File: src/rtl/fifo_ns_ctrl.sv
// FIFO operation state machine: registers IDLE/WRITE/READ/WR_ERROR/RD_ERROR from wr_en/rd_en
// against a lookahead fill level. Define FIFO_ERR_CNT_EN to add saturating error counters.
module fifo_ns_ctrl #(
  parameter int DEPTH   = 8,
  parameter int CNT_W   = 4,
  parameter int STATE_W = 3
) (
  input  logic               clk,
  input  logic               reset_n,
  input  logic               wr_en,
  input  logic               rd_en,
  input  logic [CNT_W-1:0]   data_count,
  output logic [STATE_W-1:0] state,
  output logic               full,
  output logic               empty,
  output logic               wr_ack,
  output logic               wr_err,
  output logic               rd_ack,
`ifdef FIFO_ERR_CNT_EN
  output logic               rd_err,
  output logic [7:0]         wr_err_cnt,
  output logic [7:0]         rd_err_cnt
`else
  output logic               rd_err
`endif
);

  // state | meaning
  // IDLE     | no request, or simultaneous write+read rejected
  // WRITE    | write accepted this cycle
  // READ     | read accepted this cycle
  // WR_ERROR | write requested while full
  // RD_ERROR | read requested while empty
  typedef enum logic [2:0] {
    S_IDLE     = 3'b000,
    S_WRITE    = 3'b001,
    S_READ     = 3'b010,
    S_WR_ERROR = 3'b011,
    S_RD_ERROR = 3'b100
  } state_t;

  localparam logic [CNT_W-1:0] DEPTH_C = CNT_W'(DEPTH);
  localparam logic [CNT_W-1:0] ONE_C   = CNT_W'(1);

  state_t           state_q, state_d;
  logic [CNT_W-1:0] eff_count;
  logic             state_valid;

  // data_count trails state by one edge, so fold in the operation now in flight.
  always_comb begin
    eff_count = data_count;
    if (state_q == S_WRITE)     eff_count = data_count + ONE_C;
    else if (state_q == S_READ) eff_count = data_count - ONE_C;
  end

  assign state_valid = (state_q == S_IDLE)  || (state_q == S_WRITE) ||
                       (state_q == S_READ)  || (state_q == S_WR_ERROR) ||
                       (state_q == S_RD_ERROR);

  always_comb begin
    state_d = S_IDLE;
    if (state_valid) begin
      if (wr_en && !rd_en) begin
        state_d = (eff_count == DEPTH_C) ? S_WR_ERROR : S_WRITE;
      end else if (!wr_en && rd_en) begin
        state_d = (eff_count == '0) ? S_RD_ERROR : S_READ;
      end
    end
  end

  always_ff @(posedge clk or negedge reset_n) begin
    if (!reset_n) state_q <= S_IDLE;
    else          state_q <= state_d;
  end

  assign state  = STATE_W'(state_q);
  assign full   = (eff_count == DEPTH_C);
  assign empty  = (eff_count == '0);
  assign wr_ack = (state_q == S_WRITE);
  assign wr_err = (state_q == S_WR_ERROR);
  assign rd_ack = (state_q == S_READ);
  assign rd_err = (state_q == S_RD_ERROR);

`ifdef FIFO_ERR_CNT_EN
  logic [7:0] wr_err_cnt_q, wr_err_cnt_d;
  logic [7:0] rd_err_cnt_q, rd_err_cnt_d;

  // Counters step on the edge that registers the error state and stick at 8'hFF.
  always_comb begin
    wr_err_cnt_d = wr_err_cnt_q;
    rd_err_cnt_d = rd_err_cnt_q;
    if (state_d == S_WR_ERROR && wr_err_cnt_q != 8'hFF) wr_err_cnt_d = wr_err_cnt_q + 8'd1;
    if (state_d == S_RD_ERROR && rd_err_cnt_q != 8'hFF) rd_err_cnt_d = rd_err_cnt_q + 8'd1;
  end

  always_ff @(posedge clk or negedge reset_n) begin
    if (!reset_n) begin
      wr_err_cnt_q <= '0;
      rd_err_cnt_q <= '0;
    end else begin
      wr_err_cnt_q <= wr_err_cnt_d;
      rd_err_cnt_q <= rd_err_cnt_d;
    end
  end

  assign wr_err_cnt = wr_err_cnt_q;
  assign rd_err_cnt = rd_err_cnt_q;
`endif

endmodule

File: config.mk
export PLATFORM = sky130hd
export DESIGN_NAME = fifo_ns_ctrl
export DESIGN_NICKNAME = d
export VERILOG_FILES = /design/src/rtl/fifo_ns_ctrl.sv
export SDC_FILE = /design/constraint.sdc
export NUM_CORES = 1
export LEC_CHECK = 0
export ABC_AREA = 1
export CAP_MARGIN = 20
export CORE_MARGIN = 5
export CORE_UTILIZATION = 25
export DETAILED_ROUTE_END_ITERATION = 10
export SYNTH_ARGS = -nofsm -noshare
export SYNTH_HDL_FRONTEND = slang
export SYNTH_SLANG_ARGS = --single-unit
File: constraint.sdc
create_clock -name clk -period 1.6 [get_ports clk]
set_input_delay 0.24 -clock clk [delete_from_list [all_inputs] [get_ports clk]]
set_output_delay 0.24 -clock clk [all_outputs]
set_load 0.01 [all_outputs]
==> metrics.md <==
| Metric | Value |
|---|---|
| Failing checks | setup timing |
| Fraction of layout cells with a size suffix above 1 | 0.4646 |
| First-pass GRT wire length | 1759 um |
| Synth-to-layout area growth | 104.2% |
| Initial Utilization | 0.2683 |
| Worst vdd rail ir drop | 0.3122 mV |
| Clk pwr share | 0.350 |
| Fillers | 133 |
| P_sw | 0.1133 mW |
| CP Class | reg -> out |
| Clock skew | 1.635 ps |
| Final hold violations | 0 |
| PortBufs | 16 |
| Switching portion of total power | 0.3048 |
| Total CTS buffers | 3 |
| Via/cell ratio | 4.193 |
| Final nets | 110 |
| Chip height | 47.84 um |
| Sequential share of power | 0.242 |
| Setup Slack @ Placement | -673.8 ps |
| Pins Over Slew Limit | 0 |
| WP depth | 9 |
| GPL Wtd Cong | 0.7483 |
| DRC | 0 |
| Core area | 0.001334 mm^2 |
| Slew HR | 0.8483 |
| Lkg Pwr | 0.4041 nW |
| Critical path's slowest cell | dfrtp_1 |
| Crit Path Max Fanout | 3 |
| Cells after Synth | 60 |
| Rows | 13 |
| Grt total ovfl | 0 |
| Detailed Routing Iterations Pass 1 | 4 |
| Drt wl/cell | 9.105 um |
| H-tree depth | 1 |
| Sink Count | 3 |
| Drt initial violations | 3 |
| ANT nets after route | 0 |
| Vias in the first global route | 424 |
| CTS Hold Bufs | 0 |
| Antenna cells | 0 |
| Worst-skew pair later-pin latency | 230 ps |
| Pint | around 0.26 mW |
| Dpl cells | 104 |
| Mean area per synthesized cell | approximately 6.0 um^2 |
| Die ar. | 0.002288 mm^2 |
| Total power | 0.3716 mW |
| Detail Placement HPWL | 790.6 um |
| Io pins | 17 |
| CP endpoint kind | primary output |
| Via count | 478 |
| Critical Path Source Type | register |
| Post-Route WL | 1038 um |
| Clk Tree Root Cell | clkbuf_4 |
| Die X-Extent | 47.84 um |
| Tightest Hold Check Type | in -> async |
| Power Dens Cells | 508.5 mW/mm^2 |
| Gr usage total | 0.1101 |
| Critical Path AT | 1430 ps |
| Period Utilization, post-route | 1.045 |
| Reg2Reg Depth | 11 |
| WP buf/inv | 2 |
| Finished Layout Cells | 114 |
| Distinct cells, synth | 13 |
| Register area share after synthesis | 0.2098 |
| Max-cap violations | 0 |
| Clk buf depth | 2 |
| Post-synthesis net count | 70 |
| Pin count of the biggest net entering global routing | 9 |
| Synthesized area | approximately 360 um^2 |
| Final setup margin | -71.27 ps |
| Comb pwr share | 0.408 |
| Initial antenna violation count | 0 |
| CTS tree | done |
| RSZ-0062 raised after global routing | true |
| Final Setup Violations | 2 |
| Critical Path Max Stage Delay | 410 ps |
| Status | finished with violations |
| Max reg flops | 3 |
| Synthesis Warnings | 0 |
| Cell mode on critical path | nand2_1 |
| #FFs+latches synth | 3 |
| Family with the most delay on the worst path | simple AND/OR/NAND/NOR gates |
| Crit path cell chain | buf_6, nor2_4, nand2_1, nand2_1, nand3_2, nand2_2, nand2_1, nor2_1, buf_2 |
| Tightest Pin Transition | 226.7 ps |
| Max Freq | approximately 0.60 GHz |
| Minimum clock period | 1671 ps |
| Clock transition at the registers of the reported paths | 40 ps |
| CP required | 1360 ps |
==> cell usage in the layout, fill, tap and decap left out, types with 2 or more instances in the layout <==
cell	count
nor2_4	2
inv_1	8
nor3_2	2
buf_4	18
buf_2	2
clkbuf_4	3
inv_2	3
dfrtp_2	2
nand2_2	6
nand3_2	4
nand2_1	15
clkdlybuf4s50_1	7
dlygate4sd2_1	5
nand3_1	4
nor2_1	8
==> what timing repair did <==
item	CTS	global route
pin swaps	7	6
buffers inserted	3	3
endpoints found under the setup margin	6	5
cloned	0	0
gates resized for setup	27	3
==> metal layers <==
metal	vias to the layer above	part of all wire	track usage
li1	262	-	-
met1	203	0.45	0.1390
met2	11	0.48	0.1794
met3	2	0.054	0.01128
met4	0	0.015	0.06452
met5	-	0	0
==> cell families (layout without fill, tap and decap cells) <==
group                    count (synthesis)  in the layout  synth area share
buffers and inverters                   11             50            0.1154
flip-flops                               3              3            0.2098
adder cells (fa/ha/maj)                  2              2           0.06992
AND/OR/NAND/NOR                         44             44            0.6049
==> cells in the mapped netlist <==
cell	number	share of area
nand2_1	15	0.16
nor3_1	2	0.028
nor3_2	1	0.028
nand4_1	1	0.017
ha_1	2	0.070
dfrtp_1	3	0.21
nand3_2	2	0.056
nor2_1	9	0.094
nor2_2	2	0.035
nand3_1	6	0.084
inv_2	1	0.010
inv_1	10	0.10
nand2_2	6	0.10
==> stage by stage <==
step / hold WS (ps) / instance area [um^2] / util / setup TNS (ps)
finish: 188.5 / 730.7 / 0.5478 / -133.6
global route: 197.0 / 730.7 / 0.5478 / -341.0
CTS: 183.0 / 706.9 / 0.5300 / -162.1
detailed placement: 430.6 / 634.4 / 0.4756 / -1738
global placement: 428.1 / 634.4 / 0.4756 / -1749
floorplan: -55.59 / 357.8 / - / 0
==> layout make-up <==
class	count	area, um^2	share of cell area
Multi-Input combinational cell	46	281.5	0.3853
Tap cell	15	18.77	0.02568
Inverter	11	41.29	0.05651
Clock buffer	4	26.28	0.03596
Sequential cell	3	77.57	0.1062
Timing Repair Buffer	35	285.3	0.3904
==> path summary, 6_finish.rpt <==
kind | startpoint | end | slack (ps)
max in group asynchronous | reset_n | state[0] | 1260
max reg2reg | state[2] | state[1] | 150
min reg2reg | state[1] | state[2] | 910
max | state[2] | full | -70
min | reset_n | state[1] | 190
min in group clk | wr_en | state[0] | 590
==> power by group through the flow <==
stage	Combinational, mW	Sequential (mW)	Clock, mW
after floorplan	0.0559	0.0897	0
after global placement	0.135	0.0883	0
after detailed placement	0.135	0.0883	0
after CTS	0.143	0.0907	0.136
after global routing	0.168	0.0906	0.138
final	0.152	0.0898	0.130
==> worst reg2reg max path, cell delays in order, from the launching register on <==
cell and delay [ps]:
dfrtp_1 410, buf_6 140, nor2_4 110, nand3_2 70
nand3_1 100, nand2_2 80, buf_4 130, buf_4 110
nand3_1 60, nand2_1 50, inv_1 40, nor2_1 30
Power figures use the tool's default switching activity.
